==> config.mk <==
export PLATFORM = sky130hd
export DESIGN_NAME = operand_fetch_wb
export DESIGN_NICKNAME = d
export VERILOG_FILES = /design/src/rtl/operand_fetch_wb_pkg.sv /design/src/rtl/operand_fetch_wb_regfile.sv /design/src/rtl/operand_fetch_wb.sv
export SDC_FILE = /design/constraint.sdc
export NUM_CORES = 1
export LEC_CHECK = 0
export BUFFER_PORTS_ARGS = -buffer_cell sky130_fd_sc_hd__buf_2
export CAP_MARGIN = 10
export CORE_MARGIN = 3
export CORE_UTILIZATION = 55
export CTS_CLUSTER_DIAMETER = 80
export DETAILED_ROUTE_END_ITERATION = 12
export PLACE_DENSITY = 0.8
export SYNTH_ARGS = -nofsm -noshare
export SYNTH_HDL_FRONTEND = slang
export SYNTH_HIERARCHICAL = 1
export SYNTH_SLANG_ARGS = --single-unit
==> constraint.sdc <==
create_clock -name i_clk -period 2.53 [get_ports i_clk]
set_clock_uncertainty 0.05 [all_clocks]
set_input_delay 0.506 -clock i_clk [delete_from_list [all_inputs] [get_ports i_clk]]
set_output_delay 0.506 -clock i_clk [all_outputs]
set_load 0.005 [all_outputs]
==> src/rtl/operand_fetch_wb_pkg.sv <==
`default_nettype none
// ============================================================================
// Module      : operand_fetch_wb_pkg
// Description : Shared constants for the operand-fetch / write-back stage:
//               default register address width, register count and the bit
//               positions of the status flags inside o_status.
// Revision    : 1.0 - initial release
// ============================================================================
package operand_fetch_wb_pkg;

  localparam int REG_ADDR_DEFAULT = 4;
  localparam int NUM_REGS         = 2 ** REG_ADDR_DEFAULT;

  // Status register bit positions, o_status = {V,C,N,Z}
  localparam int ST_Z = 0;
  localparam int ST_N = 1;
  localparam int ST_C = 2;
  localparam int ST_V = 3;

endpackage : operand_fetch_wb_pkg
`default_nettype wire

==> src/rtl/operand_fetch_wb_regfile.sv <==
`default_nettype none
// ============================================================================
// Module      : operand_fetch_wb_regfile
// Description : 2**REG_ADDR x WIDTH register file, one write port and two
//               combinational read ports. Entry 0 reads as zero and ignores
//               writes. No read-during-write bypass here; the top adds it.
// Ports       : clk, rst_n            - clock, async active-low reset
//               we, waddr, wdata      - write port
//               raddr_a / rdata_a     - read port A
//               raddr_b / rdata_b     - read port B
// Revision    : 1.0 - initial release
// ============================================================================
module operand_fetch_wb_regfile
  import operand_fetch_wb_pkg::*;
#(
  parameter int WIDTH    = 32,
  parameter int REG_ADDR = REG_ADDR_DEFAULT
) (
  input  logic                clk,
  input  logic                rst_n,
  input  logic                we,
  input  logic [REG_ADDR-1:0] waddr,
  input  logic [WIDTH-1:0]    wdata,
  input  logic [REG_ADDR-1:0] raddr_a,
  output logic [WIDTH-1:0]    rdata_a,
  input  logic [REG_ADDR-1:0] raddr_b,
  output logic [WIDTH-1:0]    rdata_b
);

  localparam int NUM = 2 ** REG_ADDR;

  logic [WIDTH-1:0] mem [NUM];

  // Entry 0 is never written, so it stays at its reset value; the read
  // muxes still force zero so R0 does not depend on that.
  always_ff @(posedge clk or negedge rst_n) begin
    if (!rst_n) begin
      for (int i = 0; i < NUM; i++) begin
        mem[i] <= '0;
      end
    end else if (we && (waddr != '0)) begin
      mem[waddr] <= wdata;
    end
  end

  assign rdata_a = (raddr_a == '0) ? '0 : mem[raddr_a];
  assign rdata_b = (raddr_b == '0) ? '0 : mem[raddr_b];

endmodule : operand_fetch_wb_regfile
`default_nettype wire

==> src/rtl/operand_fetch_wb.sv <==
`default_nettype none
// ============================================================================
// Module      : operand_fetch_wb
// Description : Operand fetch and write-back stage in front of the function
//               unit. Reads two source registers (with write-through bypass),
//               optionally replaces operand B with an immediate, registers
//               both operands, writes ALU/memory data back and holds the
//               Z/N/C/V status register.
// Ports       : i_clk, i_rst_n                 - clock, async active-low reset
//               i_valid, i_aa, i_ba, i_mb,
//               i_const                         - fetch request
//               o_opr_a, o_opr_b, o_opr_valid   - registered operands
//               i_rw, i_da, i_md, i_func,
//               i_data_in                       - write-back port
//               i_fl, i_z, i_n, i_c, i_v        - status load and flags
//               o_status                        - {V,C,N,Z}
// Revision    : 1.0 - initial release
// ============================================================================
module operand_fetch_wb
  import operand_fetch_wb_pkg::*;
#(
  parameter int WIDTH    = 32,
  parameter int REG_ADDR = REG_ADDR_DEFAULT
) (
  input  logic                i_clk,
  input  logic                i_rst_n,
  input  logic                i_valid,
  input  logic [REG_ADDR-1:0] i_aa,
  input  logic [REG_ADDR-1:0] i_ba,
  input  logic                i_mb,
  input  logic [WIDTH-1:0]    i_const,
  output logic [WIDTH-1:0]    o_opr_a,
  output logic [WIDTH-1:0]    o_opr_b,
  output logic                o_opr_valid,
  input  logic                i_rw,
  input  logic [REG_ADDR-1:0] i_da,
  input  logic                i_md,
  input  logic [WIDTH-1:0]    i_func,
  input  logic [WIDTH-1:0]    i_data_in,
  input  logic                i_fl,
  input  logic                i_z,
  input  logic                i_n,
  input  logic                i_c,
  input  logic                i_v,
  output logic [3:0]          o_status
);

  logic [WIDTH-1:0] wd;
  logic [WIDTH-1:0] rf_a;
  logic [WIDTH-1:0] rf_b;
  logic [WIDTH-1:0] rd_a;
  logic [WIDTH-1:0] rd_b;
  logic             byp_a;
  logic             byp_b;
  logic [3:0]       status_next;

  assign wd = i_md ? i_data_in : i_func;

  operand_fetch_wb_regfile #(
    .WIDTH    (WIDTH),
    .REG_ADDR (REG_ADDR)
  ) regfile (
    .clk     (i_clk),
    .rst_n   (i_rst_n),
    .we      (i_rw),
    .waddr   (i_da),
    .wdata   (wd),
    .raddr_a (i_aa),
    .rdata_a (rf_a),
    .raddr_b (i_ba),
    .rdata_b (rf_b)
  );

  // Same-edge write and read of one register: forward the write data.
  // Address 0 is excluded so R0 stays zero even while being "written".
  assign byp_a = i_rw && (i_da == i_aa) && (i_aa != '0);
  assign byp_b = i_rw && (i_da == i_ba) && (i_ba != '0);
  assign rd_a  = byp_a ? wd : rf_a;
  assign rd_b  = byp_b ? wd : rf_b;

  always_comb begin
    status_next       = '0;
    status_next[ST_Z] = i_z;
    status_next[ST_N] = i_n;
    status_next[ST_C] = i_c;
    status_next[ST_V] = i_v;
  end

  always_ff @(posedge i_clk or negedge i_rst_n) begin
    if (!i_rst_n) begin
      o_opr_a     <= '0;
      o_opr_b     <= '0;
      o_opr_valid <= 1'b0;
      o_status    <= 4'b0000;
    end else begin
      o_opr_valid <= i_valid;
      if (i_valid) begin
        o_opr_a <= rd_a;
        o_opr_b <= i_mb ? i_const : rd_b;
      end
      if (i_fl) begin
        o_status <= status_next;
      end
    end
  end

endmodule : operand_fetch_wb
`default_nettype wire

[After elaboration in Yosys (flattened, before gate mapping)]
Index checks and enable logic that the tools add are counted.
Widths: inputs -> output; s select.
Storage, ports and cells
  bits in registers: 581
  input bits: 119
  output and inout bits: 69
  word-level logic and storage cells: 55
Operators by class
  magnitude comparators: 4
  equality and inequality tests: 2
  mux-type cells: 15
  bitwise logic cells: 3
  reductions and logical operators: 11
Operator list (count)
  $bwmux 512: 1
  $mux 32: 11
  $bmux 32 s4: 2
  $demux 32 s4: 1
  $ge 5x5->1 const B: 3
  $not 4->5: 3
  $reduce_bool 4->1: 3
  $eq 4x4->1: 2
  $logic_not 4->1: 2
  $logic_and 1x1->1: 6
  $lt 5x1->1 const B: 1

[Logic depth before layout (Yosys ltp)]
  depth after elaboration: 7
  mapped depth: 10
  depth with buffers taken out: 6

[By module]
Netlist, hierarchy kept.
By module, submodules not included
  operand_fetch_wb_regfile: times used 1, cells an instance 1766, area each 25694.6 µm², seq. area each 12036.5 µm²
  operand_fetch_wb: times used 1, cells an instance 391, area each 4336.7 µm², seq. area each 1726.7 µm²

[Least setup slack after synthesis]
Ideal clock, no wire load.
  path type: input to register
  from: in i_aa[1]
  to: reg o_opr_a[10]
  setup time: 0.125 ns
  arrival: 2.363 ns
  data required time: 2.355 ns
  setup slack: -0.009 ns
  stages: 8
  path buffers: 2
  cell sequence: buf_2 > clkbuf_1 > mux2_2 > a221oi_1 > nor3_1 > a221o_1 > mux2_2 > mux2_4
On the way
  word-level cells in the longest chain between the ends: 6
  elaborated cells on any way between the ends: 11
  those cells by class: eq/ne (1); mux (5); bitwise (1); reduce/logical (4)
RTL lines
  start, declared: line operand_fetch_wb.sv:28  | input logic [REG_ADDR-1:0] i_aa,
  $not 4->5 (not written as such): line operand_fetch_wb_regfile.sv:46  | assign rdata_a = (raddr_a == '0) ? '0 : mem[raddr_a];
  $bmux 32 s4: line operand_fetch_wb_regfile.sv:46
  $mux 32 (not written as such) (2 in a row): line operand_fetch_wb_regfile.sv:46
  $mux 32 (*): line operand_fetch_wb_regfile.sv:46
  named net rf_a[10]: line operand_fetch_wb.sv:49  | logic [WIDTH-1:0] rf_a;
  $mux 32 (*): line operand_fetch_wb.sv:78  | assign rd_a = byp_a ? wd : rf_a;
  end signal, assigned: line operand_fetch_wb.sv:98  | o_opr_a <= rd_a;
  end, declared: line operand_fetch_wb.sv:32  | output logic [WIDTH-1:0] o_opr_a,
Mark *: on every way through the listed nets, which the timed path passes. The rest lies on a longest branch. The select of a mux whose other input is x is not followed.
A chain may end at the register's enable or synchronous reset.

[Final worst setup path]
  from: reg regfile/mem[60] (netlist bit)
  to: reg o_opr_b[28]
On the way
  word-level cells in the longest chain between the ends: 6
RTL lines
  start, declared: line operand_fetch_wb_regfile.sv:32  | logic [WIDTH-1:0] mem [NUM];
  start signal, assigned by index: line operand_fetch_wb_regfile.sv:42  | mem[waddr] <= wdata;
  $bmux 32 s4: line operand_fetch_wb_regfile.sv:47  | assign rdata_b = (raddr_b == '0) ? '0 : mem[raddr_b];
  $mux 32 (not written as such) (2 in a row): line operand_fetch_wb_regfile.sv:47
  $mux 32: line operand_fetch_wb_regfile.sv:47
  named net rf_b[28]: line operand_fetch_wb.sv:50  | logic [WIDTH-1:0] rf_b;
  $mux 32: line operand_fetch_wb.sv:79  | assign rd_b = byp_b ? wd : rf_b;
  $mux 32: line operand_fetch_wb.sv:99  | o_opr_b <= i_mb ? i_const : rd_b;
  end signal, assigned: line operand_fetch_wb.sv:99
  end, declared: line operand_fetch_wb.sv:33  | output logic [WIDTH-1:0] o_opr_b,
The timed path passes the listed nets, and every way through them passes these cells. The select of a mux whose other input is x is not followed.

==> impl_metrics.yaml <==
floorplanning:
  core_um2: 53920
  start_util: 0.5570
  die_area_um2: 57440
  die_h_um: 239.7
  rows: 85
  die_x_um: 239.7
  io_pins: 188
clocking:
  ctsResizeCount: 0
  post-cts-setup-buffer-count: 0
  root_buffer: "clkbuf_16"
  numClockSinks: 550
  cts_tree: "done"
  cts_buffers: 58
  clock_latency_ns: 0.62
  htreeDepth: 2
  clk_path_buf_depth: 3
  path_clk_slew_ns: 0.06
yosys:
  synth.avg_cell_area_um2: 13.92
  synth_top_flop_cell: "dfrtp_1"
  syn_inst: 2157
  async_flop_share: 1.000
  yosysSeqAreaShare: 0.4583
  synth-edff-count: 0
  synth_nets: 2276
  ys_seq_elements: 550
  yosysUniqueCellTypes: 51
  yosysWarnings: 6
  syn_area_um2: 30030
sta:
  whs_ns: 0.07200
  period_needed_ns: 2.166
  slew_headroom: 0.5485
  worst_pin_slew_ns: 0.6765
  slew_violations: 0
  fmax_ghz: 0.4617
  finalSetupViolCount: 0
  grt_setup_unrepaired: "false"
  fin_crit_sh: 0.8561
  setup_tns_ns: 0
  hold_viol: 0
critical_path:
  crit_path_start: "regfile/mem[60]"
  critPathLaunchType: "register"
  path_cells: "mux4_2, o22a_1, o31a_1, a211oi_1, buf_4, o32ai_1"
  slowest_stage: "mux4_2"
  cp_max_fo: 3
  cp.arrival_ns: 2.59
  setup.worst_path.class: "register to register"
  endpoint_kind: "register"
  required_ns: 2.96
  slowest_delay_ns: 0.48
  regToRegStartpoint: "regfile/mem[60]"
layout:
  n_antenna_cell: 0
  drive_above_1_share: 0.5316
  finalInstanceArea_um2: 34980
  register_area_um2: 13760
  final_util: 0.6488
  multiInputGateArea_um2: 15090
  final_cell_mix: "591 x mux2_2, 550 x dfrtp_1, 181 x buf_2"
  final_nets: 2493
  fillerInstances: 3758
  final_common_cell: "mux2_2"
  synthToLayoutAreaGrowth_pct: 16.48
pwr:
  powerDensity_nw_per_um2: 803.3
  ir_drop_uv: 524.7
  p_leak_nw: 15.03
route:
  drtAntennaViolNets: 0
  first_pass_iters: 6
  drt_iter0_markers: 2290
  vias: 21630
  drc: 0
  wl_mm: 91.06
  via_per_inst: 6.938
  wl_per_cell_um: 29.21
global_routing:
  overflow: 0
  grt_max_degree: 110
  antenna_found_initial: 1
  grt_pass1_vias: 22770
  grt_usage: 0.3173
  grt_first_pass_wirelength_mm: 137.9
placement:
  gp_congestion: 0.8865
  port_buffers: 187
  dpl_cell_area_um2: 33100
  hpwl_mm: 57.86
hold_path:
  hp-start: "i_n"
  hold_path.class: "input port to register"
status:
  status: "completed"
flow_run:
  cap_viol_max_count: 0
[critical path: cells and delay by family (launching register included)]
kind	cells	cell delay [ns]
compound gates	4	0.88
flops	1	0.40
mux	1	0.48
buf+inv	1	0.21
[cells by family after synthesis]
family	share of synthesized area
DFF	0.4583
and+or+nand+nor	0.03212
buffers and inverters	0.04266
xor gates and xnor gates	0.002042
AOI/OAI and AO/OA	0.07833
muxes	0.3866
[final timing paths]
| path | to | slack (ns) | cells after the start |
|---|---|---|---|
| max | o_opr_b[28] | 0.36 | 6 |
| min | o_status[1] | 0.07 | 2 |
| max reg2reg | o_opr_b[28] | 0.36 | 6 |
| min reg2reg | regfile/mem[510] | 0.33 | 0 |
| max in group asynchronous | regfile/mem[261] | 1.22 | 4 |
| min in group asynchronous | regfile/mem[356] | 0.28 | 2 |
[flip-flops by register name, summed over array words and instances, names as in the netlist]
register,cells
o_opr_a,32
o_opr_valid,1
o_opr_b,32
regfile/mem,481
o_status,4
[power by group]
group | total [W] | internal (W) | switching (W)
Sequential | 0.0127 | 0.0110 | 0.00172
Clock | 0.00844 | 0.00483 | 0.00361
Combinational | 0.00697 | 0.00420 | 0.00277
Total | 0.0281 | 0.0200 | 0.00810
[area by class of cell]
cell class | count | share of cell area
inverters | 35 | 0.003756
clock buffers | 86 | 0.04854
flip-flops and latches | 550 | 0.3934
well taps | 696 | 0.02489
repair buffers | 386 | 0.09318
multi-input cells | 1343 | 0.4313
clock inverters | 21 | 0.004900
[what timing repair did]
item | in CTS | in global routing
endpoints found under the setup margin | 0 | 0
hold buffers | 1 | 0
endpoints found under the hold margin | 69 | 0
[per-layer routing]
layer	up-vias	GRT usage	share of wire
met2	1303	0.4953	0.46
met1	11230	0.4255	0.39
met4	2	0.1418	0.046
met5	-	0	0.00014
li1	8795	-	-
met3	299	0.07668	0.11
[synthesized netlist by cell type (2+ instances only)]
| master | count | share of area |
|---|---|---|
| inv_1 | 35 | 0.0044 |
| and2_1 | 2 | 0.00042 |
| mux2_1 | 21 | 0.0079 |
| a211oi_1 | 32 | 0.0080 |
| a311oi_1 | 2 | 0.00058 |
| mux2i_1 | 70 | 0.023 |
| a221o_1 | 31 | 0.010 |
| a221oi_2 | 10 | 0.0050 |
| o32ai_1 | 32 | 0.0093 |
| xor2_1 | 4 | 0.0012 |
| nor3_1 | 34 | 0.0057 |
| nand3b_1 | 3 | 0.00075 |
| buf_4 | 13 | 0.0032 |
| nand2b_1 | 6 | 0.0013 |
| nor4_1 | 33 | 0.0069 |
| o31a_1 | 29 | 0.0085 |
| buf_6 | 14 | 0.0052 |
| nor2b_1 | 36 | 0.0075 |
| buf_1 | 5 | 0.00063 |
| a21oi_1 | 2 | 0.00033 |
| nand2_1 | 7 | 0.00088 |
| dfrtp_1 | 550 | 0.46 |
| buf_2 | 87 | 0.014 |
| or3_1 | 3 | 0.00063 |
| o21ai_0 | 34 | 0.0057 |
| xnor2_1 | 3 | 0.00088 |
| a2111oi_0 | 2 | 0.00058 |
| nor2_1 | 42 | 0.0052 |
| mux2_4 | 29 | 0.014 |
| a22oi_1 | 30 | 0.0075 |
| mux2_2 | 591 | 0.22 |
| a221oi_1 | 21 | 0.0061 |
| mux4_2 | 159 | 0.12 |
| clkbuf_1 | 108 | 0.013 |
| o22a_1 | 29 | 0.0085 |
| o22ai_1 | 33 | 0.0069 |
[through the flow]
stage | total power [W] | setup WS, ns | instances
2_1_floorplan | 0.01714 | 0.04455 | 2157
3_3_place_gp | 0.01913 | -0.1890 | 3009
3_5_place_dp | 0.01961 | -0.2065 | 3009
4_1_cts | 0.02811 | 0.3871 | 3117
5_1_grt | 0.02925 | 0.3162 | 3117
6_report | 0.02810 | 0.3640 | 3117
Power figures use the tool's default switching activity.
